--- src/rtl/trg_mon_frame_tx_pkg.sv ---
// Shared types and constants for the trigger monitor telemetry frame sequencer.
package trg_mon_pkg;

  typedef enum logic [2:0] {
    ST_IDLE,
    ST_SNAP,
    ST_HDR,
    ST_CNT,
    ST_RD,
    ST_LAT,
    ST_DATA,
    ST_SUM
  } state_t;

  localparam logic [15:0] HDR_WORD   = 16'hEB90;
  localparam logic [7:0]  FIRST_ADDR = 8'h02;
  localparam logic [7:0]  LAST_ADDR  = 8'h24;

  // Header + counter + data words + checksum.
  localparam int unsigned FRAME_WORDS = int'(LAST_ADDR) - int'(FIRST_ADDR) + 4;

endpackage

--- src/rtl/trg_mon_frame_tx_if.sv ---
// Telemetry link word stream: valid/ready handshake carrying 16-bit frame words.
interface trg_mon_frame_tx_if;
  logic [15:0] tx_data_out;
  logic        tx_valid_out;
  logic        tx_ready_in;

  modport master (output tx_data_out, output tx_valid_out, input tx_ready_in);
  modport slave  (input tx_data_out, input tx_valid_out, output tx_ready_in);
endinterface

--- src/rtl/trg_mon_frame_tx.sv ---
// Snapshots the monitor bank on request, reads FIRST_ADDR..LAST_ADDR and emits
// header / frame counter / data words / checksum over the telemetry link.
module trg_mon_frame_tx #(
  parameter logic [7:0]  FIRST_ADDR = trg_mon_pkg::FIRST_ADDR,
  parameter logic [7:0]  LAST_ADDR  = trg_mon_pkg::LAST_ADDR,
  parameter logic [15:0] HDR_WORD   = trg_mon_pkg::HDR_WORD
) (
  input  logic                      clk_in,
  input  logic                      rst_in,
  input  logic                      tel_req_in,
  output logic                      store_en_out,
  output logic                      rd_out,
  output logic [7:0]                rd_addr_out,
  input  logic [15:0]               mon_data_in,
  trg_mon_frame_tx_if.master        tx,
  output logic                      busy_out,
  output logic [15:0]               frame_cnt_out,
  output logic [7:0]                req_drop_cnt_out
);
  import trg_mon_pkg::*;

  state_t      state_q, state_d;
  logic [15:0] frame_cnt;
  logic [15:0] csum_q;
  logic [15:0] buf_q;
  logic [7:0]  addr_q;
  logic [7:0]  drop_q;
  logic        ready;

  assign ready            = tx.tx_ready_in;
  assign rd_addr_out      = addr_q;
  assign frame_cnt_out    = frame_cnt;
  assign req_drop_cnt_out = drop_q;

  always_ff @(posedge clk_in or negedge rst_in) begin
    if (!rst_in) state_q <= ST_IDLE;
    else         state_q <= state_d;
  end

  always_comb begin
    state_d = state_q;
    unique case (state_q)
      ST_IDLE: if (tel_req_in) state_d = ST_SNAP;
      ST_SNAP: state_d = ST_HDR;
      ST_HDR:  if (ready) state_d = ST_CNT;
      ST_CNT:  if (ready) state_d = ST_RD;
      ST_RD:   state_d = ST_LAT;
      ST_LAT:  state_d = ST_DATA;
      ST_DATA: if (ready) state_d = (addr_q == LAST_ADDR) ? ST_SUM : ST_RD;
      ST_SUM:  if (ready) state_d = ST_IDLE;
      default: state_d = ST_IDLE;
    endcase
  end

  // Link outputs depend only on state and registers, never on tx_ready_in.
  always_comb begin
    store_en_out    = 1'b0;
    rd_out          = 1'b0;
    tx.tx_valid_out = 1'b0;
    tx.tx_data_out  = '0;
    busy_out        = (state_q != ST_IDLE);
    unique case (state_q)
      ST_SNAP: store_en_out = 1'b1;
      ST_RD:   rd_out       = 1'b1;
      ST_HDR: begin
        tx.tx_valid_out = 1'b1;
        tx.tx_data_out  = HDR_WORD;
      end
      ST_CNT: begin
        tx.tx_valid_out = 1'b1;
        tx.tx_data_out  = frame_cnt;
      end
      ST_DATA: begin
        tx.tx_valid_out = 1'b1;
        tx.tx_data_out  = buf_q;
      end
      ST_SUM: begin
        tx.tx_valid_out = 1'b1;
        tx.tx_data_out  = csum_q;
      end
      default: ;
    endcase
  end

  always_ff @(posedge clk_in or negedge rst_in) begin
    if (!rst_in) begin
      frame_cnt <= '0;
      csum_q    <= '0;
      buf_q     <= '0;
      addr_q    <= FIRST_ADDR;
      drop_q    <= '0;
    end else begin
      if (tel_req_in && state_q != ST_IDLE && drop_q != '1)
        drop_q <= drop_q + 8'd1;
      unique case (state_q)
        ST_SNAP: csum_q <= '0;
        ST_CNT: if (ready) begin
          csum_q <= csum_q + frame_cnt;
          addr_q <= FIRST_ADDR;
        end
        ST_LAT:  buf_q <= mon_data_in;
        ST_DATA: if (ready) begin
          csum_q <= csum_q + buf_q;
          if (addr_q != LAST_ADDR) addr_q <= addr_q + 8'd1;
        end
        ST_SUM:  if (ready) frame_cnt <= frame_cnt + 16'd1;
        default: ;
      endcase
    end
  end

endmodule

--- src/flat_wrapper.sv ---
// flat-port wrapper written by rule: the top's interface ports become plain ports
module trg_mon_frame_tx_flat import trg_mon_pkg::*;
#(
  parameter logic [7:0]  FIRST_ADDR = trg_mon_pkg::FIRST_ADDR,
  parameter logic [7:0]  LAST_ADDR  = trg_mon_pkg::LAST_ADDR,
  parameter logic [15:0] HDR_WORD   = trg_mon_pkg::HDR_WORD
)
  (clk_in, rst_in, tel_req_in, store_en_out, rd_out, rd_addr_out, mon_data_in, busy_out, frame_cnt_out, req_drop_cnt_out, tx_tx_data_out, tx_tx_valid_out, tx_tx_ready_in);
  trg_mon_frame_tx_if tx_i ();
  input  logic clk_in;
  input  logic rst_in;
  input  logic tel_req_in;
  output logic store_en_out;
  output logic rd_out;
  output logic [7:0] rd_addr_out;
  input  logic [15:0] mon_data_in;
  output logic busy_out;
  output logic [15:0] frame_cnt_out;
  output logic [7:0] req_drop_cnt_out;
  output wire logic [$bits(tx_i.tx_data_out)-1:0] tx_tx_data_out;
  output wire logic [$bits(tx_i.tx_valid_out)-1:0] tx_tx_valid_out;
  input wire logic [$bits(tx_i.tx_ready_in)-1:0] tx_tx_ready_in;
  assign tx_tx_data_out = tx_i.tx_data_out;
  assign tx_tx_valid_out = tx_i.tx_valid_out;
  assign tx_i.tx_ready_in = tx_tx_ready_in;
  trg_mon_frame_tx #(.FIRST_ADDR(FIRST_ADDR), .LAST_ADDR(LAST_ADDR), .HDR_WORD(HDR_WORD)) u_core (.clk_in(clk_in), .rst_in(rst_in), .tel_req_in(tel_req_in), .store_en_out(store_en_out), .rd_out(rd_out), .rd_addr_out(rd_addr_out), .mon_data_in(mon_data_in), .tx(tx_i), .busy_out(busy_out), .frame_cnt_out(frame_cnt_out), .req_drop_cnt_out(req_drop_cnt_out));
endmodule
--- config.mk ---
export PLATFORM = sky130hd
export DESIGN_NAME = trg_mon_frame_tx_flat
export DESIGN_NICKNAME = d
export VERILOG_FILES = /design/src/rtl/trg_mon_frame_tx_pkg.sv /design/src/rtl/trg_mon_frame_tx_if.sv /design/src/rtl/trg_mon_frame_tx.sv /design/src/flat_wrapper.sv
export SDC_FILE = /design/constraint.sdc
export NUM_CORES = 1
export LEC_CHECK = 0
export ABC_AREA = 1
export BUFFER_PORTS_ARGS = -buffer_cell sky130_fd_sc_hd__buf_2
export CORE_ASPECT_RATIO = 0.75
export CORE_MARGIN = 5
export CORE_UTILIZATION = 55
export DETAILED_ROUTE_END_ITERATION = 10
export GPL_TIMING_DRIVEN = 0
export PLACE_DENSITY_LB_ADDON = 0.05
export SETUP_SLACK_MARGIN = 0.2
export SKIP_LAST_GASP = 1
export SYNTH_ARGS = -nofsm -noshare
export SYNTH_HDL_FRONTEND = slang
export SYNTH_SLANG_ARGS = --single-unit
--- constraint.sdc ---
create_clock -name clk_in -period 6.38 [get_ports clk_in]
set_input_delay 1.914 -clock clk_in [delete_from_list [all_inputs] [get_ports clk_in]]
set_output_delay 1.914 -clock clk_in [all_outputs]
set_load 0.02 [all_outputs]
# ---- After elaboration in Yosys (flattened, before gate mapping)
# Cells that the tools add are included.
dict set report totals {
  reg_bits 67
  inputBits 20
  output_inout_bits 52
}
dict set report classes {
  add_sub_neg 5
  eq_ne 16
  n_mux 18
  n_reduce_logical 11
}
# op n
set ops {}
lappend ops {{$pmux W16 S4} 1}
lappend ops {{$pmux W16 S3} 1}
lappend ops {{$add A16 B16 Y16} 2}
lappend ops {{$mux W16} 2}
lappend ops {{$mux W8} 3}
lappend ops {{$pmux W3 S8} 1}
lappend ops {{$add A16 B1 Y16 const B} 1}
lappend ops {{$add A8 B1 Y8 const B} 2}
lappend ops {{$pmux W8 S2} 1}
lappend ops {{$mux W3} 5}
lappend ops {{$eq A3 B3 Y1 const B} 4}
lappend ops {{$ne A2 B2 Y1 const B} 5}
lappend ops {{$eq A8 B6 Y1 const B} 1}
lappend ops {{$ne A8 B6 Y1 const B} 1}
lappend ops {{$ne A8 B8 Y1 const B} 1}
lappend ops {{$eq A3 B2 Y1 const B} 2}
lappend ops {{$reduce_bool A3 Y1} 2}
lappend ops {{$reduce_and A5 Y1} 1}
lappend ops {{$reduce_and A4 Y1} 1}
lappend ops {{$reduce_or A4 Y1} 1}
lappend ops {{$eq A3 B1 Y1 const B} 1}
lappend ops {{$logic_not A3 Y1} 1}
lappend ops {{$mux W1} 3}
lappend ops {{$reduce_and A3 Y1} 1}
lappend ops {{5 further kinds} 6}

# ---- Longest topological paths before layout
# Gate-level depths: netlist (run 1).
dict set report logic_depth {
  word_depth 4
  mapped_depth 17
  depth_no_buf 16
}

# ---- Worst setup path after synthesis (run 1)
# Ideal clock, no wire load.
dict set report synth_timing {
  kind {flip-flop to output port}
  startpoint {reg u_core.state_q[2]}
  endpoint {out tx_tx_data_out[11]}
  arrival_time_ps 1332
  required_ps 4466
  slack_ps 3134
  path_stages_with_launch 5
  path_buffers 1
  path_cell_list {dfrtp_1 -> inv_2 -> nand3_1 -> clkbuf_1 -> o2111ai_1}
}
dict set report synth_between {
  elab_chain_cells 2
  elab_cells_between_ends 5
}
# element line_no
set synth_lines {}
lappend synth_lines {{start: declaration} trg_mon_frame_tx.sv:22} ;# state_t state_q, state_d;
lappend synth_lines {{start signal: assignment} trg_mon_frame_tx.sv:37} ;# else state_q <= state_d;
lappend synth_lines {{$eq A3 B3 Y1 or $eq A3 B2 Y1 (tied branches)} trg_mon_frame_tx.sv:62} ;# unique case (state_q)
lappend synth_lines {{$pmux W16 S4 (*)} trg_mon_frame_tx.sv:62}
lappend synth_lines {{end: declaration} flat_wrapper.sv:20} ;# output wire logic [$bits(tx_i.tx_data_out)-1:0] tx_tx_data_out;
# Mark *: on every way between the ends. The rest lies on a longest branch, timed or not.

# ---- Final worst setup path (run 1)
dict set report layout_timing {
  startpoint {reg u_core.state_q[0]}
  endpoint {out tx_tx_data_out[9]}
}
# Same word-level chain as after synthesis.

==> results of run 1 <==
## report_power, final
| group | switching, mW | internal, mW |
|---|---|---|
| clock | 0.164 | 0.161 |
| sequential | 0.147 | 0.589 |
| combinational | 0.979 | 0.514 |
## synthesized netlist by cell type (3+ instances only)
cell type	number	share of area, %
sky130_fd_sc_hd__a21oi_1	9	1.0
sky130_fd_sc_hd__buf_2	4	0.45
sky130_fd_sc_hd__clkbuf_1	5	0.42
sky130_fd_sc_hd__dfrtp_1	66	37
sky130_fd_sc_hd__ha_1	22	6.2
sky130_fd_sc_hd__inv_1	91	7.6
sky130_fd_sc_hd__inv_2	5	0.42
sky130_fd_sc_hd__mux2_2	16	4.0
sky130_fd_sc_hd__nand2_1	197	17
sky130_fd_sc_hd__nand3_1	32	3.6
sky130_fd_sc_hd__nand3_2	3	0.67
sky130_fd_sc_hd__nand3b_1	4	0.67
sky130_fd_sc_hd__nand4_1	11	1.5
sky130_fd_sc_hd__nor2_1	27	2.3
sky130_fd_sc_hd__nor2_2	5	0.70
sky130_fd_sc_hd__nor3_1	10	1.1
sky130_fd_sc_hd__o2111ai_1	8	1.6
sky130_fd_sc_hd__o21ai_0	29	3.2
sky130_fd_sc_hd__o21ai_1	7	0.78
sky130_fd_sc_hd__o21ai_2	3	0.59
sky130_fd_sc_hd__o221ai_1	6	1.2
sky130_fd_sc_hd__o22ai_1	4	0.56
sky130_fd_sc_hd__or2_2	5	0.70
sky130_fd_sc_hd__xnor2_1	3	0.59
sky130_fd_sc_hd__xor2_1	18	3.5
## flip-flops by register name, indices dropped and copies added (netlist names)
name / count
u_core.rd_addr_out: 8
u_core.req_drop_cnt_out: 8
u_core.buf_q: 16
u_core.frame_cnt_out: 16
u_core.csum_q: 16
u_core.state_q: 3
## layer usage
| layer | wire [um] | up-vias |
|---|---|---|
| met3 | 784 | 18 |
| met1 | 5731 | 1909 |
| met5 | 0 | - |
| met4 | 123 | 0 |
| li1 | - | 2099 |
| met2 | 4965 | 151 |
## critical path: stages (launching register included)
cell and delay, ns:
sky130_fd_sc_hd__dfrtp_1 0.46, sky130_fd_sc_hd__inv_2 0.13, sky130_fd_sc_hd__nand3_2 0.21, sky130_fd_sc_hd__inv_2 0.25
sky130_fd_sc_hd__buf_2 0.29, sky130_fd_sc_hd__nand2_1 0.13, sky130_fd_sc_hd__o2111ai_1 0.14, sky130_fd_sc_hd__buf_2 0.22
## final cells by class
cell class | instances | area (um2) | area share (%)
sequential | 67 | 1678 | 32.61
timing repair buffer | 71 | 357.8 | 6.955
clock inverter | 4 | 25.02 | 0.4864
inverter | 97 | 364.1 | 7.077
multi-input combinational | 428 | 2371 | 46.08
clock buffer | 12 | 155.1 | 3.016
tap | 105 | 131.4 | 2.554
buffer | 12 | 62.56 | 1.216
## final timing paths
kind,endpoint,slack [ns],depth (start not counted)
worst max register to register,u_core.csum_q[12]$_DFFE_PN0P_,3.12,15
max in group asynchronous,u_core.frame_cnt_out[12]$_DFFE_PN0P_,4.14,1
worst max-delay path,tx_tx_data_out[9],2.28,7
worst min-delay path,u_core.buf_q[8]$_DFFE_PN0N_,0.51,1
min in group asynchronous,u_core.rd_addr_out[5]$_DFFE_PN0P_,1.67,1
worst min register to register,u_core.buf_q[8]$_DFFE_PN0N_,0.51,1
## cell families after synthesis
family,Yosys count,share of synthesized area [%]
AO/OA/AOI/OAI,71,9.953
XOR/XNOR,21,4.110
flip-flops,67,37.49
multiplexers,16,4.026
AND/OR/NAND/NOR,297,28.29
adder cells (fa/ha/maj),23,6.598
buffers and inverters,109,9.533
## stage by stage
step | total power, mW | worst slack (ns)
3_5_place_dp | 2.228 | 2.675
6_report | 2.554 | 2.282
3_3_place_gp | 2.184 | 2.689
2_1_floorplan | 1.782 | 3.134
5_1_grt | 2.791 | 2.134
4_1_cts | 2.560 | 2.298
==> tab_implementation.tex, run 1 <==
\begin{tabular}{lr}
\hline
Metric & Value \\
\hline
\multicolumn{2}{l}{\textbf{Floorplanning}} \\
Num ports & 72 \\
Initial Utilization & 56.53\% \\
Floorplan die width & 114.2 um \\
Site Rows & 28 \\
Core area & between 0.007 and 0.008 mm2 \\
Full die area & $\sim$0.010 mm2 \\
Height of the chip & between 80 and 90 um \\
\multicolumn{2}{l}{\textbf{Logic synthesis}} \\
Net count after synthesis & 647 \\
Mean cell area of the mapped netlist & roughly 7.4 um2 \\
Number of warnings issued by yosys & 0 \\
Synthesized instance count & 604 \\
Most common flop cell mapped by yosys & sky130\_fd\_sc\_hd\_\_dfrtp\_1 \\
Post-synthesis cell area & 0.004476 mm2 \\
Number of flip-flops and latches in the synthesized netlist & 67 \\
Number of enable-type register cells in the synthesized netlist & 0 \\
Sequential cell area fraction in the yosys report & 37.49\% \\
Number of distinct library cells after synthesis & 37 \\
Fraction of registers with async set/reset & 100.0\% \\
\multicolumn{2}{l}{\textbf{Detailed routing}} \\
Vias after detailed routing & 4,177 \\
Detailed-route wire length per cell & 14.58 um \\
First-iteration detailed-routing DRC count & 313 \\
Post-route DRC violation count & 0 \\
Detailed-route vias per instance & 5.247 \\
Total Routed Length & about 12 mm \\
Number of search-and-repair iterations in the first detailed-routing pass & 7 \\
Antenna Nets Post-Route & 0 \\
\multicolumn{2}{l}{\textbf{GRT}} \\
Initial antenna violation count & 0 \\
Global-route usage over all layers & 24.52\% \\
Busiest metal layer after global routing & met2 \\
Global-route wire length before repair & 19.33 mm \\
Pin count of the biggest net entering global routing & 68 \\
Vias in the first global route & roughly 4k \\
Met1 GRT Util & 35.63\% \\
Final global-route overflow total & 0 \\
Met3 routing resource usage after global routing & 5.041\% \\
Met2 Usage GRT & 37.73\% \\
\multicolumn{2}{l}{\textbf{CTS}} \\
Clock latency on the worst-skew pair & 0.35 ns \\
Post-CTS repair timing setup buffer count & 0 \\
Cells resized by post-CTS repair & 0 \\
TritonCTS clock tree & built \\
Number of buffers created by CTS & 9 \\
Maximum number of buffers from clock root to sink & 2 \\
Root cell of the clock tree & sky130\_fd\_sc\_hd\_\_clkbuf\_8 \\
Clock input transition at the sequential cells of the worst setup and hold paths & roughly 0.07 ns \\
Number of clock sinks & 67 \\
Cts hold-fix bufs & 0 \\
Deepest level of the CTS H-tree & 3 \\
\multicolumn{2}{l}{\textbf{Layout}} \\
Nets & 729 \\
Most common cell after layout, fill and taps aside & sky130\_fd\_sc\_hd\_\_nand2\_1 \\
Area added between synthesis and finish & 14.96\% \\
Antenna fix cells & 0 \\
Commonest cells after routing, fill and taps aside & sky130\_fd\_sc\_hd\_\_nand2\_1, sky130\_fd\_sc\_hd\_\_inv\_1, sky130\_fd\_sc\_hd\_\_buf\_2 \\
Design Area, Final & 0.005145 mm2 \\
Share of cells above drive strength 1 & 19.54\% \\
Fillers & 743 \\
Final non-filler cell total & between 700 and 800 \\
Post-layout utilization of the core & 64.98\% \\
\multicolumn{2}{l}{\textbf{Critical path}} \\
Worst setup path category & flop to primary output \\
Critical Path Fanout Max & 10 \\
Worst setup path startpoint & u\_core.state\_q[0]\$\_DFFE\_PN0P\_ \\
CP Launch Type & flop \\
Startpoint of the most critical register-to-register path & u\_core.state\_q[0]\$\_DFFE\_PN0P\_ \\
Endpoint arrival time on the critical path & between 2 and 2.5 ns \\
Required time of the critical path & about 4.5 ns \\
Kind of end point of the critical path & primary output \\
\multicolumn{2}{l}{\textbf{STA}} \\
Setup TNS after final layout & 0 ns \\
Setup repair after global routing missed its margin & no \\
Share of the cycle needed by the critical path after routing & 64.24\% \\
Transition at the pin with the smallest max-transition slack & 0.8634 ns \\
Final count of hold timing violations & 0 \\
Max-slew violation total from the final report & 0 \\
Achievable Freq & 244.0 MHz \\
Clock skew & 0.008935 ns \\
Fin crit period & between 4 and 5 ns \\
Final-layout worst hold slack & 0.5090 ns \\
Worst slew margin relative to its limit & between 40\% and 50\% \\
Setup-violating endpoint count in the final report & 0 \\
\multicolumn{2}{l}{\textbf{Min path}} \\
Hold path startpoint & u\_core.buf\_q[8]\$\_DFFE\_PN0N\_ \\
Worst min-delay path class & flop to flop \\
\multicolumn{2}{l}{\textbf{Outcome}} \\
Status & finished clean \\
\multicolumn{2}{l}{\textbf{Place}} \\
HPWL Detailed & 9.106 mm \\
Final weighted congestion in routability-driven placement & 0.9450 \\
Port Buf Inserts & 71 \\
Cell count after placement & 780 \\
Post-place instance area & 0.004965 mm2 \\
\multicolumn{2}{l}{\textbf{Power and ir drop}} \\
Static Leak & 2.810 nW \\
IR Drop Worst-Case VDD & 0.2478 mV \\
Power density cells & 496.4 mW/mm2 \\
\multicolumn{2}{l}{\textbf{Job}} \\
Number of violations of the max-capacitance limit & 0 \\
\hline
\end{tabular}
Note: power is estimated with default switching activity, not from simulation.
==> run 2, diff against run 1 <==
CORE_UTILIZATION = 52   (was 55)
clock period = 3.37 ns   (was 6.38 ns; I/O delays follow)
==> tab_implementation.tex, run 2 (synthesized netlist as in run 1, its figures left out) <==
\begin{tabular}{lr}
\hline
Metric & Value \\
\hline
\multicolumn{2}{l}{\textbf{Critical path}} \\
Critical Path Fanout Max & 10 \\
Required time of the critical path & 2.36 ns \\
Worst path bufs/invs & 4 \\
Critical Path Max Stage Delay & 0.45 ns \\
Cell repeated most along the worst path & sky130\_fd\_sc\_hd\_\_buf\_2 \\
Worst setup path category & flop to primary output \\
Critical-path cell with the highest stage delay & sky130\_fd\_sc\_hd\_\_dfrtp\_1 \\
Kind of end point of the critical path & primary output \\
Crit path cell chain & inv\_2 -> nand3\_4 -> inv\_4 -> buf\_2 -> nand2\_1 -> o2111ai\_1 -> buf\_2 \\
CP Launch Type & flop \\
Endpoint arrival time on the critical path & $\sim$2 ns \\
CP delay by family, top & buffers and inverters \\
\multicolumn{2}{l}{\textbf{CTS}} \\
TritonCTS clock tree & built \\
Deepest level of the CTS H-tree & 3 \\
Clock latency on the worst-skew pair & 0.33 ns \\
Number of clock sinks & 67 \\
Number of buffers created by CTS & 9 \\
Root cell of the clock tree & sky130\_fd\_sc\_hd\_\_clkbuf\_16 \\
Clock input transition at the sequential cells of the worst setup and hold paths & about 0.050 ns \\
Maximum number of buffers from clock root to sink & 2 \\
Post-CTS repair timing setup buffer count & 0 \\
\multicolumn{2}{l}{\textbf{Detailed routing}} \\
Detailed-route vias per instance & 5.327 \\
Detailed-route wire length per cell & 14.95 um \\
Antenna Nets Post-Route & 0 \\
First-iteration detailed-routing DRC count & 341 \\
Post-route DRC violation count & 0 \\
Number of search-and-repair iterations in the first detailed-routing pass & 5 \\
Total Routed Length & 11.93 mm \\
Vias after detailed routing & between 4k and 5k \\
\multicolumn{2}{l}{\textbf{STA}} \\
Transition at the pin with the smallest max-transition slack & 0.8902 ns \\
Setup-violating endpoint count in the final report & 0 \\
Max-slew violation total from the final report & 0 \\
Share of the cycle needed by the critical path after routing & 88.92\% \\
Setup repair after global routing missed its margin & no \\
Setup TNS after final layout & 0 ns \\
Worst setup slack after layout & 0.3735 ns \\
Final count of hold timing violations & 0 \\
Worst slew margin relative to its limit & 40.65\% \\
Achievable Freq & around 330 MHz \\
Fin crit period & between 2 and 3 ns \\
Clock skew & about 0.0083 ns \\
\multicolumn{2}{l}{\textbf{Floorplanning}} \\
Core area & 0.008418 mm2 \\
Num ports & 72 \\
Full die area & about 0.011 mm2 \\
Initial Utilization & 53.17\% \\
Floorplan die width & 117.1 um \\
Height of the chip & 90.35 um \\
Site Rows & 29 \\
\multicolumn{2}{l}{\textbf{Layout}} \\
Nets & 729 \\
Final non-filler cell total & 798 \\
Fillers & 802 \\
Commonest cells after routing, fill and taps aside & sky130\_fd\_sc\_hd\_\_nand2\_1, sky130\_fd\_sc\_hd\_\_inv\_1, sky130\_fd\_sc\_hd\_\_buf\_2 \\
Antenna fix cells & 0 \\
Most common cell after layout, fill and taps aside & sky130\_fd\_sc\_hd\_\_nand2\_1 \\
Area added between synthesis and finish & 17.72\% \\
Share of cells above drive strength 1 & around a fifth \\
\multicolumn{2}{l}{\textbf{Power and ir drop}} \\
Power density cells & between 900 and 1000 mW/mm2 \\
IR Drop Worst-Case VDD & 0.4934 mV \\
Static Leak & about 2.9 nW \\
Total power consumption of the routed design & approximately 5.1 mW \\
\multicolumn{2}{l}{\textbf{Place}} \\
Cell count after placement & 783 \\
HPWL Detailed & 9.288 mm \\
Port Buf Inserts & 71 \\
Final weighted congestion in routability-driven placement & 0.9126 \\
Worst setup timing slack at the placement stage & 0.06648 ns \\
\multicolumn{2}{l}{\textbf{Min path}} \\
Worst min-delay path class & flop to flop \\
\multicolumn{2}{l}{\textbf{Outcome}} \\
Status & finished clean \\
\multicolumn{2}{l}{\textbf{Job}} \\
Number of violations of the max-capacitance limit & 0 \\
\multicolumn{2}{l}{\textbf{GRT}} \\
Global-route usage over all layers & a little under a quarter \\
Initial antenna violation count & 0 \\
Pin count of the biggest net entering global routing & between 60 and 70 \\
Vias in the first global route & around 4k \\
Global-route wire length before repair & 19.63 mm \\
Final global-route overflow total & 0 \\
\hline
\end{tabular}
==> run 2: cell count changes in the layout (fill, tap and decap cells not counted), moves of 2 or more <==
cell / previous run / this run
sky130_fd_sc_hd__clkbuf_2: 1 / 3
sky130_fd_sc_hd__clkinv_2: 2 / 0
sky130_fd_sc_hd__clkbuf_8: 11 / 3
sky130_fd_sc_hd__clkbuf_16: 0 / 9
==> run 2: per-layer routing <==
| layer | track usage [%] | wire (um) | vias to the layer above |
|---|---|---|---|
| met2 | 35.80 | 5282 | 133 |
| met4 | 6.208 | 174 | 0 |
| li1 | - | - | 2104 |
| met3 | 5.291 | 774 | 24 |
| met5 | 0 | 0 | - |
| met1 | 33.07 | 5696 | 1990 |
==> run 2: area by class of cell <==
cell class	count	area (um2)	area share, %
inverters	97	366.6	6.958
plain buffers	12	67.56	1.282
repair buffers	71	357.8	6.792
clock buffers	14	274.0	5.201
multi-input cells	428	2382	45.21
clock inverters	1	7.507	0.1425
well taps	108	135.1	2.565
flip-flops and latches	67	1678	31.85
==> run 2: worst paths after layout <==
| kind | cells past startpoint | slack (ns) | end | from |
|---|---|---|---|---|
| max | 7 | 0.37 | tx_tx_data_out[9] | u_core.state_q[0]$_DFFE_PN0P_ |
| min | 2 | 0.50 | u_core.csum_q[15]$_DFFE_PN0P_ | u_core.csum_q[15]$_DFFE_PN0P_ |
| min reg2reg | 2 | 0.50 | u_core.csum_q[15]$_DFFE_PN0P_ | u_core.csum_q[15]$_DFFE_PN0P_ |
| max in group asynchronous | 1 | 1.98 | u_core.buf_q[11]$_DFFE_PN0N_ | rst_in |
| min in group asynchronous | 1 | 0.78 | u_core.rd_addr_out[2]$_DFFE_PN0P_ | rst_in |
| max reg2reg | 15 | 0.50 | u_core.csum_q[12]$_DFFE_PN0P_ | u_core.state_q[0]$_DFFE_PN0P_ |
==> run 2: metrics by stage <==
| stage | hold slack [ns] | cell area, um2 | util [%] |
|---|---|---|---|
| floorplan | 0.4710 | 4476 | - |
| finish | 0.5041 | 5269 | 62.59 |
| CTS | 0.5048 | 5253 | 62.40 |
| global route | 0.5251 | 5269 | 62.59 |
| detailed placement | 0.4925 | 4969 | 59.02 |
| global placement | 0.4906 | 4966 | 58.99 |
==> run 2: what timing repair did <==
item / CTS / global route
hold buffers: 0 / 0
endpoints found under the setup margin: 3 / 19
gates resized for setup: 2 / 7
gates cloned: 0 / 0
==> run 2: where the power goes <==
group	internal [mW]	total (mW)	switching, mW
clock network	0.554	0.882	0.328
logic	0.987	2.86	1.88
registers	1.12	1.40	0.284
==> run 2: worst min-delay path: stages, from the launching register on <==
cell,delay [ns]
sky130_fd_sc_hd__dfrtp_1,0.35
sky130_fd_sc_hd__nand2_1,0.06
sky130_fd_sc_hd__nand2_1,0.06
==> run 3, diff against run 2 <==
BUFFER_PORTS_ARGS = not set   (was -buffer_cell sky130_fd_sc_hd__buf_2)
CORE_UTILIZATION = 55   (was 52)
DONT_BUFFER_PORTS = 1   (was not set)
==> tab_implementation.tex, run 3 (synthesized netlist as in run 1, its figures left out) <==
\begin{tabular}{lr}
\hline
Metric & Value \\
\hline
\multicolumn{2}{l}{\textbf{Outcome}} \\
Status & finished clean \\
\multicolumn{2}{l}{\textbf{Floorplanning}} \\
Full die area & between 0.01 and 0.015 mm2 \\
Num ports & 72 \\
Site Rows & 28 \\
Initial Utilization & 56.53\% \\
Core area & between 0.007 and 0.008 mm2 \\
Floorplan die width & $\sim$110 um \\
Height of the chip & 88.12 um \\
\multicolumn{2}{l}{\textbf{GRT}} \\
Vias in the first global route & 3,869 \\
Global-route wire length before repair & 18.80 mm \\
Pin count of the biggest net entering global routing & 68 \\
Met2 Usage GRT & 37.14\% \\
Final global-route overflow total & 0 \\
Initial antenna violation count & 0 \\
Met1 GRT Util & 32.96\% \\
Busiest metal layer after global routing & met2 \\
Met3 routing resource usage after global routing & 6.630\% \\
Global-route usage over all layers & 23.88\% \\
\multicolumn{2}{l}{\textbf{Critical path}} \\
Crit path cell chain & inv\_2 -> nand3\_1 -> clkbuf\_2 -> o221ai\_1 \\
Worst setup path category & flop to primary output \\
Critical Path Max Stage Delay & $\sim$0.55 ns \\
Endpoint arrival time on the critical path & 2.04 ns \\
Number of cells on the critical path & 4 \\
Worst path bufs/invs & 2 \\
CP delay by family, top & compound AO/OA/AOI/OAI gates \\
Critical-path cell with the highest stage delay & sky130\_fd\_sc\_hd\_\_o221ai\_1 \\
Worst reg-to-reg path cell count & 15 \\
CP Launch Type & flop \\
Kind of end point of the critical path & primary output \\
Critical Path Fanout Max & 10 \\
Required time of the critical path & 2.36 ns \\
\multicolumn{2}{l}{\textbf{CTS}} \\
Clock input transition at the sequential cells of the worst setup and hold paths & $\sim$0.080 ns \\
Maximum number of buffers from clock root to sink & 2 \\
Deepest level of the CTS H-tree & 3 \\
Root cell of the clock tree & sky130\_fd\_sc\_hd\_\_clkbuf\_8 \\
TritonCTS clock tree & built \\
Post-CTS repair timing setup buffer count & 0 \\
Clock latency on the worst-skew pair & $\sim$0.35 ns \\
Cts hold-fix bufs & 0 \\
Number of clock sinks & 67 \\
Number of buffers created by CTS & 9 \\
\multicolumn{2}{l}{\textbf{Job}} \\
Number of violations of the max-capacitance limit & 0 \\
\multicolumn{2}{l}{\textbf{Layout}} \\
Share of cells above drive strength 1 & 10.97\% \\
Antenna fix cells & 0 \\
Storage element area & 0.001678 mm2 \\
Design Area, Final & 0.004856 mm2 \\
Multi-input combinational cell area & approximately 0.0024 mm2 \\
Final non-filler cell total & 725 \\
Area added between synthesis and finish & 8.499\% \\
Commonest cells after routing, fill and taps aside & sky130\_fd\_sc\_hd\_\_nand2\_1, sky130\_fd\_sc\_hd\_\_inv\_1, sky130\_fd\_sc\_hd\_\_dfrtp\_1 \\
Fillers & 756 \\
Nets & approximately 660 \\
Most common cell after layout, fill and taps aside & sky130\_fd\_sc\_hd\_\_nand2\_1 \\
\multicolumn{2}{l}{\textbf{Detailed routing}} \\
Total Routed Length & 11.31 mm \\
Post-route DRC violation count & 0 \\
Antenna Nets Post-Route & 0 \\
Detailed-route vias per instance & 5.437 \\
Number of search-and-repair iterations in the first detailed-routing pass & 5 \\
Vias after detailed routing & 3,942 \\
First-iteration detailed-routing DRC count & roughly 310 \\
Detailed-route wire length per cell & 15.60 um \\
\multicolumn{2}{l}{\textbf{Power and ir drop}} \\
Reported net switching power & 2.411 mW \\
P\_int & 2.382 mW \\
IR Drop Worst-Case VDD & approximately 0.47 mV \\
Power density cells & 986.9 mW/mm2 \\
Static Leak & roughly 2.5 nW \\
Reg power frac & 32.8\% \\
Proportion of power drawn by the clock network & 16.2\% \\
Comb pwr share & 51.0\% \\
Fraction of power spent switching nets & between 50 and 60\% \\
\multicolumn{2}{l}{\textbf{STA}} \\
Fin crit period & 3.053 ns \\
Transition at the pin with the smallest max-transition slack & 0.6679 ns \\
Achievable Freq & 327.5 MHz \\
Share of the cycle needed by the critical path after routing & about nine tenths \\
Max-slew violation total from the final report & 0 \\
Setup TNS after final layout & 0 ns \\
Setup-violating endpoint count in the final report & 0 \\
Setup repair after global routing missed its margin & yes \\
Clock skew & 0.01145 ns \\
Worst slew margin relative to its limit & 55.43\% \\
Final count of hold timing violations & 0 \\
\multicolumn{2}{l}{\textbf{Place}} \\
HPWL Detailed & 8.958 mm \\
Cell count after placement & 709 \\
Final weighted congestion in routability-driven placement & 0.9067 \\
Port Buf Inserts & 0 \\
Post-place instance area & between 0.004 and 0.005 mm2 \\
\multicolumn{2}{l}{\textbf{Min path}} \\
Worst min-delay path class & input port to asynchronous set/reset pin \\
\hline
\end{tabular}
## run 3: power by group through the flow
stage          Clock [mW]  Combinational (mW)  Sequential [mW]
2_1_floorplan           0                1.89             1.48
3_3_place_gp            0                2.34             1.57
3_5_place_dp            0                2.40             1.58
4_1_cts             0.796                2.42             1.57
5_1_grt             0.832                2.75             1.61
6_report            0.778                2.44             1.57
## run 3: layer usage
layer,wire length [um],vias to the layer above,part of all wire [%]
met4,153,0,1.4
li1,-,1972,-
met1,5268,1821,47
met5,0,-,0
met3,1033,13,9.1
met2,4855,136,43
## run 3: metrics by stage
stage / hold slack [ns] / util (%) / setup WS, ns / total power [mW]
detailed placement: 0.4883 / 58.19 / 0.09612 / 3.985
finish: 0.3463 / 61.33 / 0.3168 / 4.792
global placement: 0.4894 / 58.19 / 0.1514 / 3.907
global route: 0.3278 / 61.33 / 0.1820 / 5.197
floorplan: 0.4710 / - / 0.8455 / 3.374
CTS: 0.3288 / 61.16 / 0.2455 / 4.784
## run 3: cell type report
type | instances | area share [%]
multi-input cells | 428 | 48.90
well taps | 105 | 2.705
clock buffers | 11 | 3.118
clock inverters | 5 | 1.726
flip-flops and latches | 67 | 34.55
inverters | 97 | 7.550
plain buffers | 12 | 1.443
## run 3: worst paths after layout
check	start	slack [ns]	end
max	u_core.state_q[2]$_DFFE_PN0P_	0.32	tx_tx_data_out[5]
min	rst_in	0.35	u_core.csum_q[3]$_DFFE_PN0P_
max reg2reg	u_core.state_q[0]$_DFFE_PN0P_	0.45	u_core.csum_q[12]$_DFFE_PN0P_
min reg2reg	u_core.csum_q[15]$_DFFE_PN0P_	0.51	u_core.csum_q[15]$_DFFE_PN0P_
max in group asynchronous	rst_in	2.84	u_core.rd_addr_out[1]$_DFFE_PN1P_
min in group clk_in	u_core.csum_q[15]$_DFFE_PN0P_	0.51	u_core.csum_q[15]$_DFFE_PN0P_
## run 3: repair_timing
item | in CTS | in global routing
gates resized for setup | 1 | 8
pin swaps | 0 | 1
setup endpoints to repair | 2 | 19
